===== src/rtl/bus_copy_master.sv =====
// Bus master that copies a block of words from one address range to another.
// Each word takes three cycles: present the read address, capture the data, write it back.
module bus_copy_master #(
    parameter int unsigned P_ADDR_W = 8,
    parameter int unsigned P_DATA_W = 32,
    parameter int unsigned P_LEN_W  = 8
) (
    input  logic                clk,
    input  logic                rst,
    input  logic                start,
    input  logic [P_ADDR_W-1:0] srcBase,
    input  logic [P_ADDR_W-1:0] dstBase,
    input  logic [P_LEN_W-1:0]  len,
    output logic                busy,
    output logic                done,
    output logic [P_ADDR_W-1:0] addr,
    output logic                we,
    output logic [P_DATA_W-1:0] dataM2S,
    input  logic [P_DATA_W-1:0] dataS2M
);

    typedef enum logic [2:0] {StIdle, StRead, StCapture, StWrite, StDone} state_e;

    state_e              state_q, state_d;
    logic [P_LEN_W-1:0]  idx_q, idx_d, len_q, len_d, idx_inc;
    logic [P_ADDR_W-1:0] src_q, src_d, dst_q, dst_d, idx_addr;
    logic [P_DATA_W-1:0] buf_q, buf_d;

    assign idx_inc  = idx_q + P_LEN_W'(1);
    // Address sums wrap naturally at the address width.
    assign idx_addr = P_ADDR_W'(idx_q);

    always_ff @(posedge clk or posedge rst) begin
        if (rst) begin
            state_q <= StIdle;
            idx_q   <= '0;
            len_q   <= '0;
            src_q   <= '0;
            dst_q   <= '0;
            buf_q   <= '0;
        end else begin
            state_q <= state_d;
            idx_q   <= idx_d;
            len_q   <= len_d;
            src_q   <= src_d;
            dst_q   <= dst_d;
            buf_q   <= buf_d;
        end
    end

    always_comb begin
        state_d = state_q;
        idx_d   = idx_q;
        len_d   = len_q;
        src_d   = src_q;
        dst_d   = dst_q;
        buf_d   = buf_q;
        case (state_q)
            StIdle: begin
                if (start) begin
                    src_d   = srcBase;
                    dst_d   = dstBase;
                    len_d   = len;
                    idx_d   = '0;
                    state_d = (len == '0) ? StDone : StRead;
                end
            end
            StRead:    state_d = StCapture;
            StCapture: begin
                buf_d   = dataS2M;
                state_d = StWrite;
            end
            StWrite: begin
                idx_d   = idx_inc;
                state_d = (idx_inc == len_q) ? StDone : StRead;
            end
            StDone:    state_d = StIdle;
            default:   state_d = StIdle;
        endcase
    end

    // Outputs depend only on registered state, never on start or dataS2M.
    always_comb begin
        busy    = 1'b0;
        done    = 1'b0;
        addr    = '0;
        we      = 1'b0;
        dataM2S = '0;
        case (state_q)
            StRead, StCapture: begin
                busy = 1'b1;
                addr = src_q + idx_addr;
            end
            StWrite: begin
                busy    = 1'b1;
                addr    = dst_q + idx_addr;
                we      = 1'b1;
                dataM2S = buf_q;
            end
            StDone:  done = 1'b1;
            default: ;
        endcase
    end

endmodule


===== config.mk =====
export PLATFORM = sky130hd
export DESIGN_NAME = bus_copy_master
export DESIGN_NICKNAME = d
export VERILOG_FILES = /design/src/rtl/bus_copy_master.sv
export SDC_FILE = /design/constraint.sdc
export NUM_CORES = 1
export LEC_CHECK = 0
export ABC_CLOCK_PERIOD_IN_PS = 3270
export BUFFER_PORTS_ARGS = -buffer_cell sky130_fd_sc_hd__buf_2
export CAP_MARGIN = 20
export CORE_MARGIN = 2
export CORE_UTILIZATION = 31
export DETAILED_ROUTE_END_ITERATION = 8
export SYNTH_ARGS = -nofsm -noshare
export SYNTH_HDL_FRONTEND = slang
export SYNTH_SLANG_ARGS = --single-unit

===== constraint.sdc =====
create_clock -name clk -period 3.27 [get_ports clk]
set_input_delay 0.654 -clock clk [delete_from_list [all_inputs] [get_ports clk]]
set_output_delay 0.654 -clock clk [all_outputs]
set_load 0.01 [all_outputs]

# Word-level counts from Yosys, hierarchy flattened
# Index checks and enable logic that the tools add are counted.
# classes
n_addsub	3
n_eq_ne	6
mux	11
reduce_logical	7
# ops
op	n
32-bit two-way mux	1
8-bit case mux with 2 select lines	2
8-bit adder	2
3-bit case mux with 4 select lines	1
3-bit two-way mux	3
8-bit by 1-bit adder with 8-bit output (second input constant)	1
8-bit == test	1
8-bit zero test	1
8-bit two-way mux	1
3-bit by 2-bit == test with 1-bit output (second input constant)	2
2-bit AND reduction	2
3-bit by 1-bit == test with 1-bit output (second input constant)	1
3-bit == test (second input constant)	1
3-bit zero test	1
1-bit two-way mux	3
3-bit OR reduction	1
2-bit inequality test (second input constant)	1
2-bit nonzero test	1
2-bit OR reduction	1
# word_totals
reg_bits	67
input_bits	59
out_inout_bits	43
wordCells	33

# Longest topological paths before layout
# Gate-level depths: netlist (run 1).
# logic_depth
ltp_word	4
ltp_mapped	15
depth_no_buf	12

# Worst setup path before layout (run 1)
# Ideal clock, no wire load.
# synth_path
path_kind	reg2out
start	reg state_q[2]
end	out addr[6]
t_arrival_ns	2.658
required_time_ns	2.616
setup_slack_ns	-0.042
stages_incl_launch_ff	16
path_buffers	3
path_cell_list	dfrtp_1 -> clkbuf_2 -> nand3b_1 -> inv_1 -> buf_4 -> buf_2 -> nand2_1 -> nand2_1 -> ha_1 -> inv_1 -> fa_1 -> nor2b_1 -> o21ai_0 -> a21boi_0 -> or3_1 -> nand3_1
# synth_between
elab_chain_cells	3
elab_cells_between_ends	5
classes_between	eq/ne (3); mux (1); reduce/logical (1)
# synth_lines
item	line_no	rtl
from (decl)	24	state_e state_q, state_d;
from (signal assigned)	35	state_q <= StIdle;
from (signal assigned)	42	state_q <= state_d;
3-bit by 2-bit == test with 1-bit output / 3-bit by 1-bit == test with 1-bit output (equally long branches)	89	case (state_q)
2-bit OR reduction	89	
8-bit case mux with 2 select lines *	89	
to (decl)	16	output logic [P_ADDR_W-1:0] addr,
# Mark *: on every way between the ends. The rest lies on a longest branch, timed or not.

# Worst setup path in the final report (run 1)
# Ends and elaborated chain as after synthesis.

==> reports/summary.txt, run 1 <==
Outcome -> finished clean
Routed WL -> 8.55 mm
Initial antenna violation count -> 0
Delay-heaviest family, CP -> simple AND/OR/NAND/NOR gates
Crit path DAT -> 2.50 ns
Crit Path Category -> reg2out
Final Worst Setup Slack -> 0.119 ns
Critical Path Source -> state_q[2]
Placer congestion estimate -> 0.810
Final setup skew -> 0.00558 ns
Post-DP Area -> 4190 um2
Drt first pass iters -> 4
CTS Sinks -> 67
Vias -> 2,771
Post-Synthesis Cells -> 317
Reg2reg setup slack -> 1.21 ns
Synth Area in Compound Gates -> 6.65%
Async set-reset flop share out of synthesis -> 100%
RSZ-0062 raised after global routing -> yes
Sequential fraction of the synthesis area -> 47.7%
Root buffer cell -> clkbuf_16
Tmin final -> 3.15 ns
Core area -> 10,900 um2
XOR/XNOR share of the synthesized area -> 3.49%
Syn nets -> 385
HPWL Detailed -> 6.08 mm
Simple-gate share of the synthesized area -> 17.0%
Crit end category -> primary output
Yosys reg bits -> 67
Largest family of logic cells by synthesized area -> multiplexers
Lkg Pwr -> 0.00216 uW
Number of H-tree levels -> 3
Highest Clock Rate -> 0.317 GHz
Worst endpoint required time -> 2.62 ns
Clock Path Buffers -> 2
Max_cap viols -> 0
Design Area, Final -> 4580 um2
# setup viols final -> 0
Tightest Hold Check Type -> in2async
Drt drc -> 0
Area share of fa/ha/maj cells after synthesis -> 3.42%
Vias per Instance -> 4.83
Nets@finish -> 497
Standard-cell rows -> 38
Worst flop-to-flop path startpoint -> idx_addr[0]
Warning count from the yosys run -> 0
Synth Flop Type -> dfrtp_1
Post-Syn Area -> 3520 um2
Slew Viols, Final -> 0
ANT nets after route -> 0
CTS tree -> yes
EDFF count, synth -> 0
Worst-path maximum fanout -> 5
# diodes -> 0
Critical path depth in cells -> 13
Unique masters post-synth -> 46
Worst slew pin tran -> 0.721 ns
WL/cell -> 14.9 um
CTS clk-pin slew, worst paths -> 0.06 ns
Proportion of layout cells with a drive suffix above 1 -> 48.6%
Vias in the first global route -> 2,812
Hold slack final -> 0.442 ns
Worst Reg-to-Reg Cells -> 6
CP startpoint kind -> register
Final hold violation count -> 0
Area of the die -> 12,200 um2
Largest net degree at the start of global routing -> 38
Max incr delay on CP -> 0.37 ns
Cell Chain, Critical Path -> nand3b_1 > buf_6 > nand2_2 > nand2_2 > ha_4 > inv_2 > fa_2 > nor2b_4 > o21ai_2 > a21boi_2 > or3_1 > nand3_1 > buf_2
Syn-to-layout area delta -> 30.2%
Peak supply drop -> 0.580 mV
CP max stage cell -> dfrtp_1
Starting Density -> 32.2%
Most used cell, CP -> nand2_2
First-pass GRT wire length -> 13.8 mm
Die height -> 111 um
R2r endpoint -> state_q[0]
Synth top cells by count -> dfrtp_1 (67), mux2_2 (55), and2_1 (34)
IO buf count -> 101
Total CTS buffers -> 9
Worst slack, placed -> 0.284 ns
CP bufs+invs -> 3
Multiplexer share of the synthesized area -> 18.2%
Count leader, synth -> dfrtp_1
Area contributors post-synth -> dfrtp_1 (48%), mux2_2 (18%), and2_1 (6.0%)
Total I/O pin count -> 102
Initial drt markers -> 95
Die width -> 111 um
Overall power -> 4810 uW
Rel. slew slack -> 51.9%
Avg Inst Size Synth -> 11.1 um2
Global route overflow -> 0
Worst skew pair latency -> 0.33 ns
Worst Setup EP -> addr[6]
Yosys top cell by area -> dfrtp_1
Post-synth top area share -> 47.7%
PwrDens -> 1050 nW/um2
Fin crit share -> 96.4%
All-Layer GR Usage -> 13.9%
[logic make-up (layout without fill, tap and decap cells)]
kind of cell,Yosys count,after routing
DFF,67,67
AOI/OAI and AO/OA,37,37
xor gates and xnor gates,14,14
muxes,57,57
adders and majority gates,9,9
buffers and inverters,25,142
and+or+nand+nor,108,108
[worst min-delay path by stage]
stage | cells after the start | to | from
6_report | 2 | buf_q[25] | rst
5_1_grt | 2 | dst_q[7] | rst
4_1_cts | 2 | dst_q[7] | rst
3_5_place_dp | 1 | buf_q[22] | buf_q[22]
3_3_place_gp | 1 | buf_q[25] | buf_q[25]
2_1_floorplan | 1 | buf_q[0] | buf_q[0]
[report_power, final]
part	internal, uW	switching [uW]
combinational	1230	1200
sequential	1230	249
clock	516	381
[per-layer routing]
metal  routed length, um  track usage, %
met3                 713            5.71
met4                 110            4.75
met2                4010            21.7
met5                   0               0
met1                3720            17.4
[stage by stage]
step	utilization (%)	setup TNS, ns	std cells
finish	41.9	0	574
global route	41.9	-0.112	574
CTS	40.9	-0.00990	569
detailed placement	38.3	0	553
global placement	38.3	0	553
floorplan	-	0	317
[registers in the layout (all words and copies together) (netlist names)]
signal and cells:
buf_q 32, dst_q 8, idx_addr 8, len_q 8, src_q 8, state_q 3
[timing repair]
action	4_1_cts	5_1_grt
gates resized for setup	2	18
setup buffers	0	4
pin swaps	1	10
hold buffers	0	0
setup endpoints to repair	2	5
gates cloned	0	1
[area by class of cell]
| type | count | area, um2 |
|---|---|---|
| clock inverters | 7 | 53.8 |
| clock buffers | 9 | 225 |
| multi-input cells | 225 | 1790 |
| fillers | 1106 | 6350 |
| inverters | 10 | 37.5 |
| well taps | 140 | 175 |
| flip-flops and latches | 67 | 1680 |
| repair buffers | 116 | 623 |
[cells in the final DEF, fill, tap and decap left out, types with 5 or more instances in the layout]
cell type,instances
and2_1,34
o21ai_0,16
clkbuf_16,9
inv_1,6
ha_1,5
mux2_2,55
nand2_1,27
nor2_1,16
nor3_1,5
buf_2,102
buf_4,12
dfrtp_1,67
xor2_1,5
xnor2_1,9
(Power assumes the default switching activity.)
==> run 2: changes to the inputs <==
--- a/config.mk
+++ b/config.mk
@@ -5,7 +5,7 @@
 export SDC_FILE = /design/constraint.sdc
 export NUM_CORES = 1
 export LEC_CHECK = 0
-export ABC_CLOCK_PERIOD_IN_PS = 3270
+export ABC_CLOCK_PERIOD_IN_PS = 3900
 export BUFFER_PORTS_ARGS = -buffer_cell sky130_fd_sc_hd__buf_2
 export CAP_MARGIN = 20
 export CORE_MARGIN = 2
@@ -14,3 +14,4 @@
 export SYNTH_ARGS = -nofsm -noshare
 export SYNTH_HDL_FRONTEND = slang
 export SYNTH_SLANG_ARGS = --single-unit
+export TNS_END_PERCENT = 50
==> constraint.sdc (replaced) <==
create_clock -name clk -period 3.9 [get_ports clk]
set_input_delay 0.78 -clock clk [delete_from_list [all_inputs] [get_ports clk]]
set_output_delay 0.78 -clock clk [all_outputs]
set_load 0.01 [all_outputs]
==> run 2 against run 1 <==
  * Non-clock buffer count shrank 10
  * Utilization shrank 1.2 points
  * Final area shrank 2.8%
  * Critical endpoint unchanged
  * Worst setup slack gained 0.093 ns
  * Critical path depth is the same
  * Sequential power shrank 16%
  * Largest power group unchanged
  * Wire length shrank 6.0%
==> reports/summary.txt, run 2 (same netlist as run 1, synthesis figures left out) <==
Outcome -> finished clean
Largest net degree at the start of global routing -> 46
Crit path DAT -> 2.91 ns
Crit Path Category -> reg2out
Worst slew pin tran -> 0.774 ns
Hold_buf cts -> 0
Placer congestion estimate -> 0.779
Placed cells -> 548
Setup TNS Final -> 0 ns
First-pass GRT wire length -> 13.3 mm
Hold slack final -> 0.466 ns
Fin crit share -> 94.6%
Die width -> 111 um
Tightest Hold Check Type -> in2async
Final core occ -> 40.7%
Most common cell after layout, fill and taps aside -> buf_2
Vias per Instance -> 4.74
Final Worst Setup Slack -> 0.212 ns
Standard-cell rows -> 38
Proportion of layout cells with a drive suffix above 1 -> 44.2%
Clock Path Buffers -> 2
Total I/O pin count -> 102
CTS Sinks -> 67
Starting Density -> 32.2%
Rel. slew slack -> 48.2%
Drt drc -> 0
# diodes -> 0
Syn-to-layout area delta -> 26.5%
Global route overflow -> 0
Multi-input gate area in the final layout -> 1720 um2
Top reg by flops -> buf_q
Lkg Pwr -> 0.00213 uW
Vias in the first global route -> 2,761
Worst-path maximum fanout -> 16
ANT nets after route -> 0
Number of H-tree levels -> 3
CTS tree -> yes
PwrDens -> 871 nW/um2
All-Layer GR Usage -> 13.5%
Sequential standard cell area -> 1680 um2
CP startpoint kind -> register
Worst slack, placed -> 0.472 ns
Peak supply drop -> 0.338 mV
IO buf count -> 101
Core area -> 10,900 um2
Root buffer cell -> clkbuf_16
Initial antenna violation count -> 0
Worst skew pair latency -> 0.32 ns
Drt first pass iters -> 4
Max reg flops -> 32
HPWL Detailed -> 5.90 mm
Routed WL -> 8.04 mm
RSZ-0062 raised after global routing -> yes
Vias -> 2,666
Final setup skew -> 0.00328 ns
WL/cell -> 14.3 um
Met3 GRT Util -> 4.72%
Total CTS buffers -> 9
Tmin final -> 3.69 ns
Met2 GRT Util -> 21.2%
Post-route insts no fill -> 563
Worst endpoint required time -> 3.12 ns
Crit end category -> primary output
Fillers -> 1,129
Slew Viols, Final -> 0
Initial drt markers -> 118
Highest Clock Rate -> 0.271 GHz
Nets@finish -> 487
Most frequent cells in the layout -> buf_2 (101), dfrtp_1 (67), mux2_2 (55), and2_1 (34), nand2_1 (30)
Die height -> 111 um
Area of the die -> 12,200 um2
Final hold violation count -> 0
Max_cap viols -> 0
CTS clk-pin slew, worst paths -> 0.05 ns
Layer with the highest usage -> met2
GR Util met1 -> 17.1%
# setup viols final -> 0
## run 2: cell count changes in the layout (fill, tap and decap cells not counted), moves of 2 or more
cell        previous run  this run
clkinv_2               1         3
buf_4                 12         4
nand2_2                3         0
inv_1                  6         8
clkinvlp_4             3         0
ha_1                   5         8
nand2_1               27        30
o21ai_0               16        19
o21ai_1                2         0
inv_2                  4         2
ha_4                   3         0
## run 2: worst paths after layout
kind	from	to	slack, ns	cells after the start
hold reg to reg	buf_q[15]	buf_q[15]	0.50	1
min in group clk	buf_q[15]	buf_q[15]	0.50	1
max in group asynchronous	rst	idx_addr[7]	2.48	3
setup reg to reg	state_q[0]	idx_addr[6]	1.70	5
hold / removal	rst	buf_q[20]	0.47	2
setup / recovery	state_q[2]	addr[6]	0.21	13
## run 2: power breakdown
group | total (uW) | internal (uW) | switching, uW
Clock | 796 | 506 | 290
Sequential | 1250 | 1030 | 221
Combinational | 1830 | 909 | 924
## run 2: worst max-delay path: stages, from the launching register on
cell and delay (ns):
dfrtp_1 0.52, nand3b_1 0.20, buf_4 0.23, nand2_1 0.07
nand2_1 0.06, ha_1 0.18, inv_1 0.06, fa_1 0.38
nor2b_1 0.15, o21ai_0 0.11, a21boi_1 0.24, or3_1 0.14
nand3_1 0.08, buf_2 0.15
## run 2: layout make-up
cell class / instances / share of cell area, %
Tap cell: 140 / 3.94
Inverter: 10 / 0.843
Multi-Input combinational cell: 225 / 38.7
Clock buffer: 10 / 5.37
Sequential cell: 67 / 37.7
Clock inverter: 5 / 1.21
Timing Repair Buffer: 106 / 12.3
## run 2: metal layers
layer / share of wire [%] / vias up / wire length [um]
li1: - / 1297 / -
met1: 45 / 1287 / 3620
met2: 47 / 72 / 3750
met3: 6.7 / 10 / 542
met4: 1.6 / 0 / 125
met5: 0 / - / 0
## run 2: what timing repair did
action                     in CTS  in global routing
buffers inserted                0                  0
resized for setup               0                  2
setup endpoints to repair       0                  3
## run 2: through the flow
step / cell area, um2 / power [uW]
after floorplan: 3520 / 2540
after global placement: 4150 / 3060
after detailed placement: 4150 / 3110
after CTS: 4450 / 3920
after global routing: 4450 / 4190
final: 4450 / 3880
==> run 3: changes to the inputs <==
--- a/config.mk
+++ b/config.mk
@@ -8,6 +8,7 @@
 export ABC_CLOCK_PERIOD_IN_PS = 3900
 export BUFFER_PORTS_ARGS = -buffer_cell sky130_fd_sc_hd__buf_2
 export CAP_MARGIN = 20
+export CORE_ASPECT_RATIO = 1.5
 export CORE_MARGIN = 2
 export CORE_UTILIZATION = 31
 export DETAILED_ROUTE_END_ITERATION = 8
==> run 3 against run 2 <==
  * Count of clock-buffer cells in the layout increased by 1
  * Clock skew increased by 0.0018 ns
  * Worst setup slack improved by 0.023 ns
  * Final cell count increased by 1.8%
  * Total power increased by 0.63%
  * Maximum frequency increased by 0.62%
  * Wire length increased by 2.9%
  * Critical endpoint unchanged
==> reports/summary.txt, run 3 (same netlist as run 1, synthesis figures left out) <==
Worst slew pin tran -> 0.724 ns
CTS clk-pin slew, worst paths -> 0.05 ns
Vias -> 2,691
Placer congestion estimate -> 0.817
Die width -> 91.0 um
ANT nets after route -> 0
Critical path depth in cells -> 13
Outcome -> finished clean
Proportion of layout cells with a drive suffix above 1 -> 44.8%
CTS tree -> yes
Routed WL -> 8.28 mm
Vias per Instance -> 4.70
Peak supply drop -> 0.371 mV
Die height -> 134 um
Worst Setup EP -> addr[6]
Crit end category -> primary output
Root buffer cell -> clkbuf_16
Slew Viols, Final -> 0
Hold slack final -> 0.494 ns
Global route overflow -> 0
Area of the die -> 12,200 um2
Starting Density -> 31.8%
Tightest Hold Check Type -> reg2reg
Highest Clock Rate -> 0.273 GHz
Total I/O pin count -> 102
Number of H-tree levels -> 3
HPWL Detailed -> 6.19 mm
Max_cap viols -> 0
Nets@finish -> 489
Vias in the first global route -> 2,846
Worst skew pair latency -> 0.33 ns
Tmin final -> 3.67 ns
Most frequent cells in the layout -> buf_2 (101), dfrtp_1 (65), mux2_2 (55), and2_1 (34), nand2_1 (30)
Top reg by flops -> buf_q
Worst endpoint required time -> 3.12 ns
Delay-heaviest family, CP -> simple AND/OR/NAND/NOR gates
Clock Path Buffers -> 2
Worst flop-to-flop path startpoint -> idx_addr[0]
Final hold violation count -> 0
PwrDens -> 872 nW/um2
Post-DP Area -> 4180 um2
Lkg Pwr -> 0.00214 uW
Initial antenna violation count -> 0
Max reg flops -> 32
RSZ-0062 raised after global routing -> no
WL/cell -> 14.4 um
Reg2reg setup slack -> 1.89 ns
Setup TNS Final -> 0 ns
Drt drc -> 0
CTS Sinks -> 67
Worst-path maximum fanout -> 7
Fillers -> 1,140
Number of buffers added for setup after CTS -> 0
Final setup skew -> 0.00511 ns
R2r endpoint -> state_q[0]
Design Area, Final -> 4480 um2
# diodes -> 0
Initial drt markers -> 111
Fin crit share -> 94.0%
First-pass GRT wire length -> 13.8 mm
CP startpoint kind -> register
Worst hold path depth -> 1
Most common cell after layout, fill and taps aside -> buf_2
Crit path DAT -> 2.89 ns
Syn-to-layout area delta -> 27.3%
Core area -> 11,100 um2
IO buf count -> 101
Standard-cell rows -> 47
Largest net degree at the start of global routing -> 35
Rel. slew slack -> 51.6%
Crit Path Category -> reg2out
All-Layer GR Usage -> 14.2%
CP max stage cell -> dfrtp_2
Hold_buf cts -> 0
Max incr delay on CP -> 0.47 ns
Critical Path Source -> state_q[2]
CP bufs+invs -> 3
Cell Chain, Critical Path -> nand3b_1 > inv_1 > nand2_1 > nand2_1 > ha_1 > inv_1 > fa_1 > nor2b_1 > o21ai_0 > a21boi_0 > or3_1 > nand3_1 > buf_2
Drt first pass iters -> 4
Total CTS buffers -> 9
Worst Reg-to-Reg Cells -> 6
# setup viols final -> 0
run 3: how the worst min path moves through the flow:
stage,start,endpoint,slack [ns]
2_1_floorplan,buf_q[0],buf_q[0],0.47
3_5_place_dp,buf_q[12],buf_q[12],0.49
3_3_place_gp,buf_q[26],buf_q[26],0.48
5_1_grt,buf_q[3],buf_q[3],0.52
4_1_cts,buf_q[17],buf_q[17],0.50
6_report,buf_q[17],buf_q[17],0.49
run 3: metal layers:
metal	routed length, um	vias to the layer above	global-route usage, %
li1	-	1304	-
met5	0	-	0
met4	126	0	5.81
met3	385	9	4.02
met2	4390	62	25.3
met1	3380	1316	15.8
run 3: final cells by class:
class	count	area (um2)	share of cell area, %
Sequential cell	67	1680	37.5
Inverter	10	37.5	0.839
Tap cell	147	184	4.11
Clock inverter	5	52.6	1.17
Multi-Input combinational cell	225	1720	38.5
Clock buffer	11	243	5.42
Timing Repair Buffer	108	558	12.5
run 3: metrics by stage:
stage	instances	utilization (%)	power, uW	setup WS (ns)
finish	573	40.5	3900	0.235
global route	573	40.5	4220	0.00986
CTS	573	40.5	3960	0.197
detailed placement	557	37.8	3130	0.554
global placement	557	37.8	3090	0.655
floorplan	317	-	2540	0.462
run 3: where the power goes:
part	leakage, uW	switching [uW]	internal, uW
clock	0.000145	294	509
combinational	0.00119	918	926
sequential	0.000804	227	1030
total	0.00214	1440	2460
run 3: repair_timing:
action | in CTS | in global routing
setup endpoints to repair | 0 | 1
endpoints found under the hold margin | 0 | 0
gates resized for setup | 0 | 2
